--- config.mk ---
export PLATFORM = sky130hd
export DESIGN_NAME = led_cube_playlist_scheduler_flat
export DESIGN_NICKNAME = d
export VERILOG_FILES = /design/src/rtl/led_cube_playlist_scheduler_if.sv /design/src/rtl/led_cube_playlist_scheduler.sv /design/src/flat_wrapper.sv
export SDC_FILE = /design/constraint.sdc
export NUM_CORES = 1
export LEC_CHECK = 0
export ABC_AREA = 1
export CELL_PAD_IN_SITES_DETAIL_PLACEMENT = 1
export CELL_PAD_IN_SITES_GLOBAL_PLACEMENT = 1
export CORE_MARGIN = 3
export CORE_UTILIZATION = 47
export CTS_CLUSTER_DIAMETER = 150
export DETAILED_ROUTE_END_ITERATION = 8
export PLACE_DENSITY_LB_ADDON = 0.1
export SLEW_MARGIN = 40
export SYNTH_ARGS = -nofsm -noshare
export SYNTH_HDL_FRONTEND = slang
export SYNTH_SLANG_ARGS = --single-unit
--- constraint.sdc ---
create_clock -name clk -period 4.7 [get_ports clk]
set_input_delay 0.705 -clock clk [delete_from_list [all_inputs] [get_ports clk]]
set_output_delay 0.705 -clock clk [all_outputs]
set_load 0.005 [all_outputs]
--- src/rtl/led_cube_playlist_scheduler_if.sv ---
// Control/status bundle of the LED cube playlist scheduler.
// slave = scheduler side, master = host/driver side.
interface led_cube_playlist_scheduler_if;
    logic       play;
    logic       stop;
    logic       pause;
    logic       pl_wr_en;
    logic [2:0] pl_wr_addr;
    logic [2:0] pl_wr_anim;
    logic [2:0] pl_wr_loops;
    logic [2:0] pl_last;
    logic       frame_done;
    logic       frame_start;
    logic [2:0] anim_id;
    logic [7:0] frame_offset;
    logic [2:0] entry_idx;
    logic       busy;
    logic       pl_wrap;

    modport master (
        output play, stop, pause, pl_wr_en, pl_wr_addr, pl_wr_anim, pl_wr_loops, pl_last, frame_done,
        input  frame_start, anim_id, frame_offset, entry_idx, busy, pl_wrap
    );

    modport slave (
        input  play, stop, pause, pl_wr_en, pl_wr_addr, pl_wr_anim, pl_wr_loops, pl_last, frame_done,
        output frame_start, anim_id, frame_offset, entry_idx, busy, pl_wrap
    );
endinterface

--- src/rtl/led_cube_playlist_scheduler.sv ---
// Walks a programmable (animation, loop-count) playlist frame by frame with a frame-done handshake.
// Optional pause support is compiled in with `define LED_CUBE_PAUSE_EN.
module led_cube_playlist_scheduler #(
    parameter int unsigned NUM_ANIM   = 7,
    parameter int unsigned FRAMES     = 150,
    parameter int unsigned FRAME_TIME = 21'h16E360,
    parameter int unsigned PL_DEPTH   = 8
) (
    input  logic                         clk,
    input  logic                         rst_n,
    led_cube_playlist_scheduler_if.slave sched
);
    localparam int unsigned   TW         = (FRAME_TIME > 1) ? $clog2(FRAME_TIME) : 1;
    localparam logic [TW-1:0] TIMER_LAST = TW'(FRAME_TIME - 1);
    localparam logic [7:0]    LAST_FRAME = 8'(FRAMES - 1);

    typedef enum logic [1:0] {IDLE, START, RUN, ADVANCE} state_e;

    state_e        state_q, state_d;
    logic [2:0]    pl_anim  [PL_DEPTH];
    logic [2:0]    pl_loops [PL_DEPTH];
    logic [TW-1:0] timer_q;
    logic          done_seen_q;
    logic [2:0]    anim_q;
    logic [2:0]    entry_q;
    logic [2:0]    loop_cnt_q;
    logic [2:0]    loops_cur_q;
    logic [7:0]    offset_q;
    logic          wrap_q;
    logic          hold;
    logic          advance_ok;
    logic          last_entry;
    logic [2:0]    next_entry;

`ifdef LED_CUBE_PAUSE_EN
    assign hold = sched.pause;
`else
    assign hold = 1'b0;
`endif

    // An index already past a shrunken pl_last also wraps to entry 0.
    assign last_entry = (entry_q >= sched.pl_last);
    assign next_entry = last_entry ? 3'd0 : entry_q + 3'd1;
    assign advance_ok = (timer_q == TIMER_LAST) && (done_seen_q || sched.frame_done) && !hold;

    always_ff @(posedge clk or negedge rst_n) begin
        if (!rst_n) state_q <= IDLE;
        else        state_q <= state_d;
    end

    always_comb begin
        state_d = state_q;
        case (state_q)
            IDLE:    if (sched.play) state_d = START;
            START:   state_d = RUN;
            RUN:     if (advance_ok) state_d = ADVANCE;
            ADVANCE: state_d = START;
            default: state_d = IDLE;
        endcase
        if (sched.stop) state_d = IDLE;
    end

    always_ff @(posedge clk or negedge rst_n) begin
        if (!rst_n) begin
            for (int unsigned i = 0; i < PL_DEPTH; i++) begin
                pl_anim[i]  <= '0;
                pl_loops[i] <= '0;
            end
        end else if (sched.pl_wr_en) begin
            pl_anim[sched.pl_wr_addr]  <= sched.pl_wr_anim;
            pl_loops[sched.pl_wr_addr] <= sched.pl_wr_loops;
        end
    end

    // Entry loads read the playlist before a same-edge write lands, so they see the old entry.
    always_ff @(posedge clk or negedge rst_n) begin
        if (!rst_n) begin
            timer_q     <= '0;
            done_seen_q <= 1'b0;
            anim_q      <= '0;
            entry_q     <= '0;
            loop_cnt_q  <= '0;
            loops_cur_q <= '0;
            offset_q    <= '0;
            wrap_q      <= 1'b0;
        end else begin
            wrap_q <= 1'b0;
            if (sched.stop) begin
                anim_q      <= '0;
                entry_q     <= '0;
                loop_cnt_q  <= '0;
                loops_cur_q <= '0;
                offset_q    <= '0;
            end else begin
                case (state_q)
                    IDLE: begin
                        if (sched.play) begin
                            anim_q      <= pl_anim[3'd0];
                            loops_cur_q <= pl_loops[3'd0];
                            entry_q     <= '0;
                            loop_cnt_q  <= '0;
                            offset_q    <= '0;
                        end
                    end
                    START: begin
                        timer_q     <= '0;
                        done_seen_q <= 1'b0;
                    end
                    RUN: begin
                        if (!hold && (timer_q != TIMER_LAST)) timer_q <= timer_q + 1'b1;
                        if (sched.frame_done) done_seen_q <= 1'b1;
                    end
                    ADVANCE: begin
                        if (offset_q < LAST_FRAME) begin
                            offset_q <= offset_q + 8'd1;
                        end else begin
                            offset_q <= '0;
                            if (loop_cnt_q < loops_cur_q) begin
                                loop_cnt_q <= loop_cnt_q + 3'd1;
                            end else begin
                                loop_cnt_q  <= '0;
                                entry_q     <= next_entry;
                                anim_q      <= pl_anim[next_entry];
                                loops_cur_q <= pl_loops[next_entry];
                                wrap_q      <= last_entry;
                            end
                        end
                    end
                    default: ;
                endcase
            end
        end
    end

    assign sched.frame_start  = (state_q == START);
    assign sched.busy         = (state_q != IDLE);
    assign sched.anim_id      = anim_q;
    assign sched.frame_offset = offset_q;
    assign sched.entry_idx    = entry_q;
    assign sched.pl_wrap      = wrap_q;
endmodule

--- src/flat_wrapper.sv ---
// flat-port wrapper written by rule: the top's interface ports become plain ports
module led_cube_playlist_scheduler_flat 
#(
    parameter int unsigned NUM_ANIM   = 7,
    parameter int unsigned FRAMES     = 150,
    parameter int unsigned FRAME_TIME = 21'h16E360,
    parameter int unsigned PL_DEPTH   = 8
)
  (clk, rst_n, sched_play, sched_stop, sched_pause, sched_pl_wr_en, sched_pl_wr_addr, sched_pl_wr_anim, sched_pl_wr_loops, sched_pl_last, sched_frame_done, sched_frame_start, sched_anim_id, sched_frame_offset, sched_entry_idx, sched_busy, sched_pl_wrap);
  led_cube_playlist_scheduler_if sched_i ();
  input  logic clk;
  input  logic rst_n;
  input wire logic [$bits(sched_i.play)-1:0] sched_play;
  input wire logic [$bits(sched_i.stop)-1:0] sched_stop;
  input wire logic [$bits(sched_i.pause)-1:0] sched_pause;
  input wire logic [$bits(sched_i.pl_wr_en)-1:0] sched_pl_wr_en;
  input wire logic [$bits(sched_i.pl_wr_addr)-1:0] sched_pl_wr_addr;
  input wire logic [$bits(sched_i.pl_wr_anim)-1:0] sched_pl_wr_anim;
  input wire logic [$bits(sched_i.pl_wr_loops)-1:0] sched_pl_wr_loops;
  input wire logic [$bits(sched_i.pl_last)-1:0] sched_pl_last;
  input wire logic [$bits(sched_i.frame_done)-1:0] sched_frame_done;
  output wire logic [$bits(sched_i.frame_start)-1:0] sched_frame_start;
  output wire logic [$bits(sched_i.anim_id)-1:0] sched_anim_id;
  output wire logic [$bits(sched_i.frame_offset)-1:0] sched_frame_offset;
  output wire logic [$bits(sched_i.entry_idx)-1:0] sched_entry_idx;
  output wire logic [$bits(sched_i.busy)-1:0] sched_busy;
  output wire logic [$bits(sched_i.pl_wrap)-1:0] sched_pl_wrap;
  assign sched_i.play = sched_play;
  assign sched_i.stop = sched_stop;
  assign sched_i.pause = sched_pause;
  assign sched_i.pl_wr_en = sched_pl_wr_en;
  assign sched_i.pl_wr_addr = sched_pl_wr_addr;
  assign sched_i.pl_wr_anim = sched_pl_wr_anim;
  assign sched_i.pl_wr_loops = sched_pl_wr_loops;
  assign sched_i.pl_last = sched_pl_last;
  assign sched_i.frame_done = sched_frame_done;
  assign sched_frame_start = sched_i.frame_start;
  assign sched_anim_id = sched_i.anim_id;
  assign sched_frame_offset = sched_i.frame_offset;
  assign sched_entry_idx = sched_i.entry_idx;
  assign sched_busy = sched_i.busy;
  assign sched_pl_wrap = sched_i.pl_wrap;
  led_cube_playlist_scheduler #(.NUM_ANIM(NUM_ANIM), .FRAMES(FRAMES), .FRAME_TIME(FRAME_TIME), .PL_DEPTH(PL_DEPTH)) u_core (.clk(clk), .rst_n(rst_n), .sched(sched_i));
endmodule
==> metrics.txt <==
worst-margin pin slew a little under 0.8 ns; count of final hold-check violations 0; CTS sink cnt 93; mapped cell area 0.005021 mm²; mean routed wirelength per cell roughly 16 µm; Die ar. 0.01196 mm²; Vias 4596; Tightest Hold Check Type in2async; first-pass GRT wire length ~23000 µm; diode count 0; CP Data Arrival Time 3.77 ns; GRT Residual Overflow 0; Synth Area per Inst 7.539 µm²; register area share after synthesis between 40% and 50%; PD cells 382.3 mW/mm²; Rows 37; share of cells above drive strength 1 ~6.6%; Detailed Routing Iterations Pass 1 4; Yosys reg bits 93; number of global-route vias before repair 4623; worst setup path category reg2reg; Nets ~730; placed cell areas about 0.0055 mm²; Die Ht around 110 µm; final setup TNS 0 ns; Slew Limit Fails 0; final antenna-violating net count 0; CTS tree built; RSZ-0062 raised after global routing false; maxcap violations 0; Post-Synthesis Cells 666; Slew HR 48.23%; f_max 0.2859 GHz; core area 0.01037 mm²; drt via density between 5 and 6; HPWL after DPL 9733 µm; outcome complete, no violations; largest net degree at the start of global routing 53; Netlist cell types 30; post-CTS sizing 0; DRC 0; All-Layer GR Usage 24.59%; initial core utilization 48.42%; Worst Setup Start Kind flip-flop; H-tree lvl count 3; Final min period 3.497 ns; Yosys Warn Count 0; Post-Route WL 13670 µm; initial antenna violation count 0; final instance area 0.005645 mm²; Setup crit end kind flip-flop; IO Count 36; Leak 2.644 nW; post-CTS setup buffers 0; drt initial violations 255; placer congestion estimate ~0.85; Syn Nets 699; Worst Path Max Fanout 25; CTS Root Cell clkbuf_8; cts hold-fix bufs 0; Clock Skews 0.006144 ns; Critical Path RT ~5.0 ns; Worst-path clk slew ~0.09 ns; TritonCTS Buffers 9; Bufs on Longest Clock Path 2; Area Overhead vs Synth 12.43%; Max IR drop VDD 0.2520 mV; fin crit share 74.41%; Setup Viol. Count Final 0; port buffer count 34; Die X-Extent roughly 110 µm; worst skew pair latency 0.38 ns
-- layout by cell type, fill, tap and decap left out, types with 3 or more instances in the layout --
cell type and n:
clkdlybuf4s50_1 33, nand2_1 177, a21oi_1 11, inv_2 8, nand3_1 65, nand2_2 6, nor3_2 3, nand4_1 28
o22ai_1 3, nor2_1 68, ha_1 14, nand3_2 3, clkinv_2 3, o21ai_1 15, xor2_1 5, buf_4 3
dfrtp_1 93, o21ai_0 55, nor3_1 13, inv_1 65, clkbuf_8 9
-- cells by family after synthesis --
| logic type | count (synthesis) | synth area share (%) |
|---|---|---|
| XOR/XNOR | 5 | 0.8721 |
| AO/OA/AOI/OAI | 88 | 9.145 |
| adder cells (fa/ha/maj) | 14 | 3.489 |
| flip-flops | 93 | 46.35 |
| AND/OR/NAND/NOR | 371 | 32.69 |
| buffers and inverters | 95 | 7.450 |
-- final timing paths --
| kind | startpoint | to | slack [ns] | depth (start not counted) |
|---|---|---|---|---|
| hold / removal | rst_n | u_core.pl_anim[19] | 0.37 | 1 |
| hold reg to reg | u_core.sched.anim_id[0] | u_core.sched.anim_id[0] | 0.49 | 2 |
| min in group clk | u_core.sched.anim_id[0] | u_core.sched.anim_id[0] | 0.49 | 2 |
| setup / recovery | u_core.sched.entry_idx[0] | u_core.sched.anim_id[0] | 1.20 | 12 |
| setup reg to reg | u_core.sched.entry_idx[0] | u_core.sched.anim_id[0] | 1.20 | 12 |
| max in group asynchronous | rst_n | u_core.pl_anim[13] | 3.30 | 2 |
-- area by class of cell --
cell class | instances | area [µm²]
fillers | 1331 | 4725
flip-flops and latches | 93 | 2327
multi-input cells | 478 | 2325
repair buffers | 36 | 352.8
inverters | 74 | 279.0
well taps | 136 | 170.2
clock buffers | 10 | 127.6
clock inverters | 6 | 63.81
-- power breakdown --
| group | switching, mW | total (mW) | internal, mW | leakage [nW] |
|---|---|---|---|---|
| registers | 0.0851 | 1.01 | 0.920 | 1.22 |
| clock network | 0.299 | 0.545 | 0.245 | 0.0923 |
| logic | 0.407 | 0.608 | 0.202 | 1.33 |
| total | 0.791 | 2.16 | 1.37 | 2.64 |
-- stage by stage --
stage	instances	util (%)	hold slack (ns)	setup slack [ns]	power, mW
3_5_place_dp	817	52.59	0.4718	1.049	1.632
4_1_cts	833	54.44	0.3822	1.207	2.177
5_1_grt	833	54.44	0.4009	0.9235	2.316
3_3_place_gp	817	52.55	0.4660	1.088	1.594
6_report	833	54.44	0.3748	1.203	2.158
2_1_floorplan	666	-	0.4094	2.581	1.421
-- state kept, by name, indices dropped and copies added, names as in the netlist, 2 cells and up --
name,flops
u_core.loops_cur_q,3
u_core.pl_loops,24
u_core.sched.frame_offset,8
u_core.pl_anim,24
u_core.state_q,2
u_core.timer_q,21
u_core.sched.entry_idx,3
u_core.loop_cnt_q,3
u_core.sched.anim_id,3
-- Yosys cell counts, drive strengths merged --
cell	number	area (µm²)
a21o	1	7.510
a21oi	13	72.57
buf	9	50.04
clkbuf	12	45.04
clkinv	1	5.000
dfrtp	93	2327
ha	14	175.2
inv	73	274.0
nand2	183	701.9
nand3	68	355.3
nand3b	1	7.510
nand4	28	175.2
nor2	71	284.0
nor3	16	90.09
nor3b	2	15.01
o211a	1	10.01
o21ai	70	350.3
o22ai	3	18.77
or2	2	12.51
xor2	5	43.79
-- routing by layer --
metal	track usage (%)	part of all wire [%]
met5	0	0
met4	5.432	0.85
met3	5.696	3.9
met2	39.36	47
met1	34.19	48
-- critical path: stages, from the launching register on --
cell,delay (ns)
dfrtp_1,0.54
inv_1,0.64
ha_1,0.35
inv_1,0.05
nand2_1,0.04
nand2_1,0.41
nand3_2,0.62
nand2_1,0.21
nand3_1,0.14
nand3_1,0.13
nand3_1,0.07
nand2_1,0.11
nand2_1,0.05
(Power assumes the default switching activity.)
